<file path="src/rtl/uart_cmd_link.sv">
// Command/response front end between the UART byte transceiver and the config FSM.
// Assembles 3-byte commands with an inter-byte timeout and feeds the transmitter through a one-deep buffer.
`timescale 1ns/1ps
module uart_cmd_link #(
    parameter int unsigned TIMEOUT = 500000
) (
    input  logic        clk,
    input  logic        rst_n,
    input  logic        rx_rdy,
    input  logic [7:0]  rx_data,
    output logic        clr_rx_rdy,
    output logic [23:0] cmd,
    output logic        cmd_rdy,
    input  logic        clr_cmd_rdy,
    input  logic        send_resp,
    input  logic [7:0]  resp_data,
    output logic        resp_sent,
    output logic        trmt,
    output logic [7:0]  tx_data,
    input  logic        tx_done,
    output logic        frame_err,
    output logic        tx_ovf
);

    localparam int unsigned CNT_W = $clog2(TIMEOUT);

    typedef enum logic [1:0] {RX_B1, RX_B2, RX_B3, RX_HOLD} rx_state_e;
    typedef enum logic {TX_IDLE, TX_BUSY} tx_state_e;

    rx_state_e          rx_state_q, rx_state_d;
    tx_state_e          tx_state_q, tx_state_d;
    logic [23:0]        cmd_q, cmd_d;
    logic               cmd_rdy_q, cmd_rdy_d;
    logic [CNT_W-1:0]   cnt_q, cnt_d;
    logic               frame_err_q, frame_err_d;
    logic [7:0]         tx_data_q, tx_data_d;
    logic               trmt_q, trmt_d;
    logic               resp_sent_q, resp_sent_d;
    logic               tx_ovf_q, tx_ovf_d;
    logic               pend_vld_q, pend_vld_d;
    logic [7:0]         pend_data_q, pend_data_d;

    logic rx_take;
    logic tmo_hit;

    // A byte is taken in any slot state; HOLD back-pressures the receiver.
    assign rx_take = rx_rdy && (rx_state_q != RX_HOLD);
    assign tmo_hit = ((rx_state_q == RX_B2) || (rx_state_q == RX_B3)) && !rx_rdy
                     && (cnt_q == CNT_W'(TIMEOUT - 1));

    // State and datapath registers
    always_ff @(posedge clk) begin
        if (!rst_n) begin
            rx_state_q  <= RX_B1;
            tx_state_q  <= TX_IDLE;
            cmd_q       <= '0;
            cmd_rdy_q   <= 1'b0;
            cnt_q       <= '0;
            frame_err_q <= 1'b0;
            tx_data_q   <= '0;
            trmt_q      <= 1'b0;
            resp_sent_q <= 1'b0;
            tx_ovf_q    <= 1'b0;
            pend_vld_q  <= 1'b0;
            pend_data_q <= '0;
        end else begin
            rx_state_q  <= rx_state_d;
            tx_state_q  <= tx_state_d;
            cmd_q       <= cmd_d;
            cmd_rdy_q   <= cmd_rdy_d;
            cnt_q       <= cnt_d;
            frame_err_q <= frame_err_d;
            tx_data_q   <= tx_data_d;
            trmt_q      <= trmt_d;
            resp_sent_q <= resp_sent_d;
            tx_ovf_q    <= tx_ovf_d;
            pend_vld_q  <= pend_vld_d;
            pend_data_q <= pend_data_d;
        end
    end

    // Receive next state
    always_comb begin
        rx_state_d = rx_state_q;
        case (rx_state_q)
            RX_B1:   if (rx_rdy) rx_state_d = RX_B2;
            RX_B2:   if (rx_rdy) rx_state_d = RX_B3; else if (tmo_hit) rx_state_d = RX_B1;
            RX_B3:   if (rx_rdy) rx_state_d = RX_HOLD; else if (tmo_hit) rx_state_d = RX_B1;
            RX_HOLD: if (clr_cmd_rdy) rx_state_d = RX_B1;
            default: rx_state_d = RX_B1;
        endcase
    end

    // Receive outputs, byte slots and timeout counter
    always_comb begin
        clr_rx_rdy  = rst_n && rx_take;
        cmd_d       = cmd_q;
        cnt_d       = cnt_q + CNT_W'(1);
        cmd_rdy_d   = (rx_state_d == RX_HOLD);
        frame_err_d = tmo_hit;
        if (rx_take) begin
            case (rx_state_q)
                RX_B1:   cmd_d[23:16] = rx_data;
                RX_B2:   cmd_d[15:8]  = rx_data;
                default: cmd_d[7:0]   = rx_data;
            endcase
        end
        if (rx_take || tmo_hit || (rx_state_q == RX_B1) || (rx_state_q == RX_HOLD)) begin
            cnt_d = '0;
        end
    end

    // Transmit next state
    always_comb begin
        tx_state_d = tx_state_q;
        case (tx_state_q)
            TX_IDLE: if (send_resp) tx_state_d = TX_BUSY;
            TX_BUSY: if (tx_done && !pend_vld_q && !send_resp) tx_state_d = TX_IDLE;
            default: tx_state_d = TX_IDLE;
        endcase
    end

    // Transmit outputs and pending buffer
    always_comb begin
        tx_data_d   = tx_data_q;
        trmt_d      = 1'b0;
        resp_sent_d = 1'b0;
        tx_ovf_d    = 1'b0;
        pend_vld_d  = pend_vld_q;
        pend_data_d = pend_data_q;
        case (tx_state_q)
            TX_IDLE: begin
                if (send_resp) begin
                    tx_data_d = resp_data;
                    trmt_d    = 1'b1;
                end
            end
            default: begin
                if (tx_done) begin
                    resp_sent_d = 1'b1;
                    if (pend_vld_q) begin
                        tx_data_d  = pend_data_q;
                        trmt_d     = 1'b1;
                        pend_vld_d = 1'b0;
                        tx_ovf_d   = send_resp;
                    end else if (send_resp) begin
                        // Simultaneous request goes straight to the transmitter.
                        tx_data_d = resp_data;
                        trmt_d    = 1'b1;
                    end
                end else if (send_resp) begin
                    if (pend_vld_q) begin
                        tx_ovf_d = 1'b1;
                    end else begin
                        pend_vld_d  = 1'b1;
                        pend_data_d = resp_data;
                    end
                end
            end
        endcase
    end

    assign cmd       = cmd_q;
    assign cmd_rdy   = cmd_rdy_q;
    assign frame_err = frame_err_q;
    assign tx_data   = tx_data_q;
    assign trmt      = trmt_q;
    assign resp_sent = resp_sent_q;
    assign tx_ovf    = tx_ovf_q;

endmodule

</file>
<file path="config.mk">
export PLATFORM = sky130hd
export DESIGN_NAME = uart_cmd_link
export DESIGN_NICKNAME = d
export VERILOG_FILES = /design/src/rtl/uart_cmd_link.sv
export SDC_FILE = /design/constraint.sdc
export NUM_CORES = 1
export LEC_CHECK = 0
export ABC_AREA = 1
export ABC_CLOCK_PERIOD_IN_PS = 3800
export CELL_PAD_IN_SITES_DETAIL_PLACEMENT = 0
export CELL_PAD_IN_SITES_GLOBAL_PLACEMENT = 1
export CORE_MARGIN = 2
export CORE_UTILIZATION = 41
export CTS_BUF_LIST = sky130_fd_sc_hd__clkbuf_4
export DETAILED_ROUTE_END_ITERATION = 6
export PLACE_DENSITY = 0.95
export RECOVER_POWER = 25
export SYNTH_ARGS = -nofsm -noshare
export SYNTH_HDL_FRONTEND = slang
export SYNTH_SLANG_ARGS = --single-unit
</file>
<file path="constraint.sdc">
create_clock -name clk -period 3.8 [get_ports clk]
set_input_delay 1.14 -clock clk [delete_from_list [all_inputs] [get_ports clk]]
set_output_delay 1.14 -clock clk [all_outputs]
set_load 0.05 [all_outputs]
</file>
== Yosys cells after proc, flatten, opt, wreduce, memory -nomap -nowiden ==
Cells that the tools add are included.
Cells by class
  reduce and logical (&&, ||, !) cells: 23
  mux-type cells: 23
  bitwise logic cells: 5
  add/sub/neg operators: 1
  equal/unequal tests: 7
Operator list (number)
  two-way mux 8 bit: 4
  adder 19 x 1 -> 19 bit, second input constant: 1
  equality test 19 bit, second input constant: 1
  two-way mux 1 bit: 12
  two-way mux 2 bit: 5
  AND reduction 2 bit: 5
  case mux 2 bit (4 select lines): 1
  equality test 2 bit, second input constant: 3
  logical AND 1 bit: 6
  NOT 1 bit: 5
  logical OR 1 bit: 4
  inequality test 2 bit, second input constant: 2
  AND reduction 4 bit: 1
  OR reduction 2 bit: 2
  zero test 1 bit: 3
  equality test 2 x 1 -> 1 bit, second input constant: 1
  zero test 2 bit: 1
  case mux 1 bit (2 select lines): 1
  nonzero test 2 bit: 1
Storage, ports and cells
  logic and storage cells: 73
  output and inout bits: 38
  register bits: 68
  input port bits: 22

== Longest topological paths before layout ==
Gate-level depths: netlist of run 1.
  depth after elaboration: 8
  depth in mapped cells: 11
  mapped depth without buffers: 11

== Worst setup path after synthesis of run 1 ==
OpenSTA, ideal clock, no wires.
  path type: input to output
  start: input port rst_n
  end: output port clr_rx_rdy
  buffers on the path: 2
  arrival time: 2.208 ns
  data required time: 2.660 ns
  setup slack: 0.452 ns
  cell stages on the path: 4
  cell sequence: buf_4 inv_1 clkbuf_1 nor2_1
On the way
  longest elaborated chain between the ends: 1
Ends and longest elaborated chain
  from (decl): line 8  | input logic rst_n,
  logical AND 1 bit: line 96  | clr_rx_rdy = rst_n && rx_take;
  to (decl): line 11  | output logic clr_rx_rdy,
Every way passes these cells.

== Worst setup path in the final report of run 1 ==
  start: input port rx_rdy
  end: output port clr_rx_rdy
On the way
  longest elaborated chain between the ends: 2
Ends and longest elaborated chain
  from (decl): line 9  | input logic rx_rdy,
  logical AND 1 bit: line 47  | assign rx_take = rx_rdy && (rx_state_q != RX_HOLD);
  logical AND 1 bit: line 96
Every way passes these cells.

==> summary.txt, run 1 <==
Depth of the CTS H-tree: 3
Clock period minus worst slack: 3540 ps
Slew margin rel.: 0.128
Critical Path End: clr_rx_rdy
CORE AREA: 7140 sq um
Synthesis-to-layout area growth: 26.6%
Hold Violations, Final: 0
Die Wd: 89.3 um
Fin Setup TNS: 0 ps
GRT overflow: 0
Routed vias/inst: 4.74
Hold_buf cts: 0
Die Y: 89.3 um
R2r setup slk: 1470 ps
Commonest cells after routing, fill and taps aside: nor2_1 (74), dfxtp_1 (68), nand2_1 (61), clkdlybuf4s50_1 (56), inv_1 (38)
CP endpoint kind: output port
Reg-to-Reg End: cnt_q[17]$_SDFF_PP0_
Ports: 60
First-pass GRT wire length: 11,100 um
Input/output buffers: 59
Crit start category: input port
Routed len/inst: 11.7 um
Clk sink count: 68
Measured slew at the worst slew-check pin: 1310 ps
CTS resizes: 0
CP Depth: 6
Ant. Diodes: 0
Pwr Density: 393 nW/um^2
Slew Limit Fails: 0
Critical-path cell list: dlygate4sd3_1 > inv_1 > nor2_4 > inv_2 > nor2_1 > buf_12
#FFs+latches synth: 68
CTS clock-pin slew for the worst setup and hold paths: 100 ps
Hpwl dp: 4710 um
Post-Synthesis Cell Area: 2980 sq um
Crit path max-delay family: buffers and inverters
Min Hold Slack: 466 ps
FMAX: 0.282 GHz
Multi-input combinational cell area: 1390 sq um
Maxcap violations: 0
Via count: 2,628
Worst skew pair latency: 410 ps
R2R depth: 11
GRT Overall Usage: 0.181
Commonest non-fill, non-tap cell in the layout: nor2_1
Final Skew: 9.47 ps
Seq/Total Area, Yosys: 0.457
Crit path DAT: 2400 ps
Postcts setup bufs: 0
Fillers: 700
Num CTS Buffers: 9
Pre-antenna DRT Iters: 4
Final ANT Viol Nets: 0
Detailed Route Iter0 Violations: 121
Worst Min Path Start: cnt_q[0]$_SDFF_PP0_
Vias in the first global route: 2,520
Outcome: complete, no violations
Placer Congestion: 0.810
Layout cells sized above 1: 0.114
Buffers & Inverters on Critical Path: 4
Die footprint: 7970 sq um
Row cnt: 31
Critical-path top delay cell: dlygate4sd3_1
CP Data Required Time: 2660 ps
Start of the worst register-to-register path: rx_state_q[0]$_SDFF_PN0_
WS Path Type: in2out
CP max stage delay: 590 ps
Post-Route WL: 6510 um
Min-Delay Path Class: reg2reg
Post-Syn Nets: 411
Max IR drop VDD: 0.000246 V
Cells after Synth: 384
Area share of the largest cell type after synthesis: 0.457
Yosys cell types: 33
CP startpoint: rx_rdy
Clk root buf: clkbuf_4
Crit Path Max Fanout: 4
Final Cycle Share: 0.932
RSZ-0062 raised after global routing: no
Setup-failing EPs final: 0
Final #Nets: 477
Synth top area cells: dfxtp_1 (46%), nor2_1 (9.3%), nand2_1 (7.6%)
Clock Path Buffers: 2
DRC Markers: 0
TritonCTS clock tree: built
Lkg Pwr: 1.51 nW
Initial Utilization: 0.418
Largest net degree at the start of global routing: 37
Ys Warns: 0
Mean Syn Cell Area: 7.76 sq um
FF+latch area: 1360 sq um
Initial antenna violation count: 0
Synth area leader: dfxtp_1
## worst register-to-register path, delay by kind of cell, from the launching register on
family,cells,cell delay (ps)
adders and majority gates,1,280
buffers and inverters,3,300
DFF,1,420
and+or+nand+nor,7,1240
## synth_stat cells, drive strengths merged
library cell / instances
a21oi: 15
a32o: 8
buf: 3
clkbuf: 4
clkinv: 1
dfxtp: 68
ha: 5
inv: 44
nand2: 65
nand3: 17
nand4: 2
nor2: 92
nor3: 10
nor3b: 1
nor4: 1
o211ai: 1
o21ai: 36
or2: 2
xnor2: 4
xor2: 5
## routing by layer
metal | share of wire | global-route usage | vias to the layer above | routed length, um
met2 | 0.47 | 0.294 | 70 | 3060
li1 | - | - | 1361 | -
met3 | 0.049 | 0.0582 | 17 | 316
met1 | 0.45 | 0.214 | 1180 | 2920
met4 | 0.033 | 0.0950 | 0 | 212
met5 | 0 | 0 | - | 0
## worst min path at each step
stage	depth (start not counted)	endpoint	slack, ps
2_1_floorplan	1	cnt_q[0]$_SDFF_PP0_	430
3_3_place_gp	1	cnt_q[0]$_SDFF_PP0_	440
3_5_place_dp	1	cnt_q[0]$_SDFF_PP0_	450
4_1_cts	2	cmd[13]$_SDFFE_PN0P_	470
5_1_grt	2	cmd[12]$_SDFFE_PN0P_	500
6_report	1	cnt_q[0]$_SDFF_PP0_	470
## through the flow
step / setup WS [ps] / power, W / std cells / utilization / cell area [sq um]
finish: 259 / 0.00148 / 554 / 0.529 / 3770
global route: 192 / 0.00156 / 554 / 0.529 / 3770
CTS: 345 / 0.00150 / 554 / 0.531 / 3790
detailed placement: 347 / 0.00111 / 538 / 0.516 / 3680
global placement: 362 / 0.00110 / 538 / 0.516 / 3680
floorplan: 452 / 0.000991 / 384 / - / 2980
## state kept, by name (all words and copies together) (netlist names)
| name | count |
|---|---|
| tx_state_q | 1 |
| cmd_rdy | 1 |
| pend_data_q | 8 |
| tx_data | 8 |
| cnt_q | 19 |
| trmt | 1 |
| frame_err | 1 |
| resp_sent | 1 |
| cmd | 24 |
| pend_vld_q | 1 |
| rx_state_q | 2 |
| tx_ovf | 1 |
## logic make-up after synthesis
| logic type | Yosys count | synth area share |
|---|---|---|
| DFF | 68 | 0.457 |
| AOI/OAI and AO/OA | 60 | 0.115 |
| and+or+nand+nor | 190 | 0.309 |
| buffers and inverters | 52 | 0.0722 |
| adders and majority gates | 5 | 0.0210 |
| xor gates and xnor gates | 9 | 0.0264 |
## power by group
| part | switching (W) | internal, W |
|---|---|---|
| sequential | 0.0000218 | 0.000752 |
| combinational | 0.000205 | 0.000107 |
| clock | 0.000249 | 0.000146 |
| total | 0.000476 | 0.00100 |
## final cells by class
cell class | instances | share of cell area
Sequential cell | 68 | 0.361
Tap cell | 99 | 0.0328
Timing Repair Buffer | 62 | 0.163
Clock inverter | 5 | 0.00763
Inverter | 45 | 0.0448
Clock buffer | 11 | 0.0219
Multi-Input combinational cell | 264 | 0.369
No activity file was read; power rests on OpenSTA's default activity.
==> inputs of run 2 (changes only) <==
- ABC_CLOCK_PERIOD_IN_PS: 3800 -> 3250
- CORE_UTILIZATION: 41 -> 35
- PLACE_DENSITY: 0.95 -> 0.89
- clock period: 3.8 -> 3.25 ns (I/O delays scaled with it)
==> run 2 against run 1 <==
Die area up 16%. Register-to-register slack worse by 40 ps. Flip-flop and latch count unchanged. Sequential power is 17% higher. Count of clock-buffer cells in the layout fell by 2. Critical endpoint unchanged.
==> summary.txt, run 2 (synthesized netlist as in run 1, its figures left out) <==
CP Data Required Time: 2270 ps (-390 ps)
Worst skew pair latency: 410 ps (about the same)
GRT overflow: 0 (unchanged)
Crit Path Max Fanout: 4 (unchanged)
Via count: 2,633 (+0.19%)
Fin Setup TNS: 0 ps (unchanged)
CTS clock-pin slew for the worst setup and hold paths: 100 ps (about the same)
Ports: 60 (unchanged)
GR peak layer: met2
Num CTS Buffers: 9 (unchanged)
GRT Overall Usage: 0.152 (-0.0289)
Ant. Diodes: 0 (unchanged)
Crit path DAT: 2090 ps (-310 ps)
Crit start category: input port
R2R depth: 11 (unchanged)
Slew Limit Fails: 0 (unchanged)
CP endpoint kind: output port
Global-route met2 utilization: 0.248 (-0.0459)
Synthesis-to-layout area growth: 30.4%
Largest net degree at the start of global routing: 37 (unchanged)
Slew margin rel.: 0.106 (-0.0220)
FMAX: 0.326 GHz
Die Y: 96.3 um (+7.9%)
Clock period minus worst slack: 3060 ps
Post-Place Cells: 545 (+1.3%)
Min Hold Slack: 468 ps (+1.57 ps)
Clk sink count: 68 (unchanged)
Hold_buf cts: 0 (unchanged)
Largest register FFs: 24 (unchanged)
Detailed Route Iter0 Violations: 135 (+12%)
WS Path Type: in2out
Initial antenna violation count: 0 (unchanged)
Lkg Pwr: 1.56 nW (+3.1%)
Maxcap violations: 0 (unchanged)
Depth of the CTS H-tree: 3 (unchanged)
TritonCTS clock tree: built
Final Cycle Share: 0.943
Post-Layout Cell Count: 560 (+1.1%)
Min-Delay Path Class: reg2reg
Die Wd: 96.3 um (+7.9%)
Final #Nets: 478 (+0.21%)
CORE AREA: 8220 sq um (+15%)
Hpwl dp: 4790 um (+1.7%)
Vias in the first global route: 2,345 (-6.9%)
Die footprint: 9270 sq um (+16%)
Fillers: 807 (+15%)
Post-Route WL: 6710 um (+3.1%)
Outcome: complete, no violations
Commonest non-fill, non-tap cell in the layout: nor2_1
GRT met1 Usage: 0.192 (-0.0217)
Grt met3 use: 0.0493 (-0.00884)
Postcts setup bufs: 0 (unchanged)
Max IR drop VDD: 0.000185 V (-25%)
Routed vias/inst: 4.70 (-0.88%)
Placer Congestion: 0.789 (-2.5%)
Hold Path Depth: 1 (unchanged)
Pre-antenna DRT Iters: 4 (unchanged)
DRC Markers: 0 (unchanged)
Clock Path Buffers: 2 (unchanged)
First-pass GRT wire length: 10,900 um (-1.7%)
Measured slew at the worst slew-check pin: 1340 ps (+33.0 ps)
Final ANT Viol Nets: 0 (unchanged)
RSZ-0062 raised after global routing: no
Final Skew: 11.4 ps (+1.96 ps)
Hold Violations, Final: 0 (unchanged)
Layout cells sized above 1: 0.119 (+0.00440)
Design area: 3880 sq um (+3.0%)
Row cnt: 33 (+6.5%)
Clk root buf: clkbuf_4
CTS resizes: 0 (unchanged)
Setup-failing EPs final: 0 (unchanged)
Initial Utilization: 0.363 (-0.0549)
Input/output buffers: 59 (unchanged)
Routed len/inst: 12.0 um (+2.0%)
Pwr Density: 527 nW/um^2 (+34%)
Commonest cells after routing, fill and taps aside: nor2_1 (74), dfxtp_1 (68), nand2_1 (60), clkdlybuf4s50_1 (57), inv_1 (37)
DP Area: 3700 sq um (+0.41%)
Post-layout util: 0.473 (-0.0558)
-- run 2: path summary, 6_finish.rpt --
path                            slack (ps)                     start              endpoint
worst max-delay path                   190                    rx_rdy            clr_rx_rdy
worst min-delay path                   470       cnt_q[0]$_SDFF_PP0_   cnt_q[0]$_SDFF_PP0_
worst max register to register        1430  rx_state_q[1]$_SDFF_PN0_  cnt_q[17]$_SDFF_PP0_
worst min register to register         470       cnt_q[0]$_SDFF_PP0_   cnt_q[0]$_SDFF_PP0_
-- run 2: worst max-delay path, cell delays in order --
cell and delay, ps:
clkdlybuf4s50_1 530, inv_2 90, nor2_4 90, inv_2 50, nor2_1 170, buf_12 170
-- run 2: layer usage --
layer  routed length [um]  part of all wire
met5                    0                 0
met4                   87             0.013
met2                 3230              0.48
met3                  338             0.050
met1                 3060              0.46
-- run 2: per-stage QoR --
stage / setup slack [ps] / power (W)
6_report: 186 / 0.00205
5_1_grt: 58.3 / 0.00213
4_1_cts: 179 / 0.00207
3_5_place_dp: 180 / 0.00129
3_3_place_gp: 188 / 0.00129
2_1_floorplan: 232 / 0.00116
-- run 2: final cells by class --
type	count	area, sq um	area share
Multi-Input combinational cell	264	1400	0.360
Inverter	45	169	0.0435
Sequential cell	68	1360	0.350
Timing Repair Buffer	63	619	0.159
Clock inverter	6	138	0.0354
Tap cell	105	131	0.0338
Clock buffer	9	67.6	0.0174
-- run 2: power by group --
group	switching (W)	leakage, nW	internal [W]	total (W)
logic	0.000242	0.900	0.000126	0.000368
registers	0.0000266	0.555	0.000879	0.000906
clock network	0.000310	0.106	0.000466	0.000775
total	0.000578	1.56	0.00147	0.00205
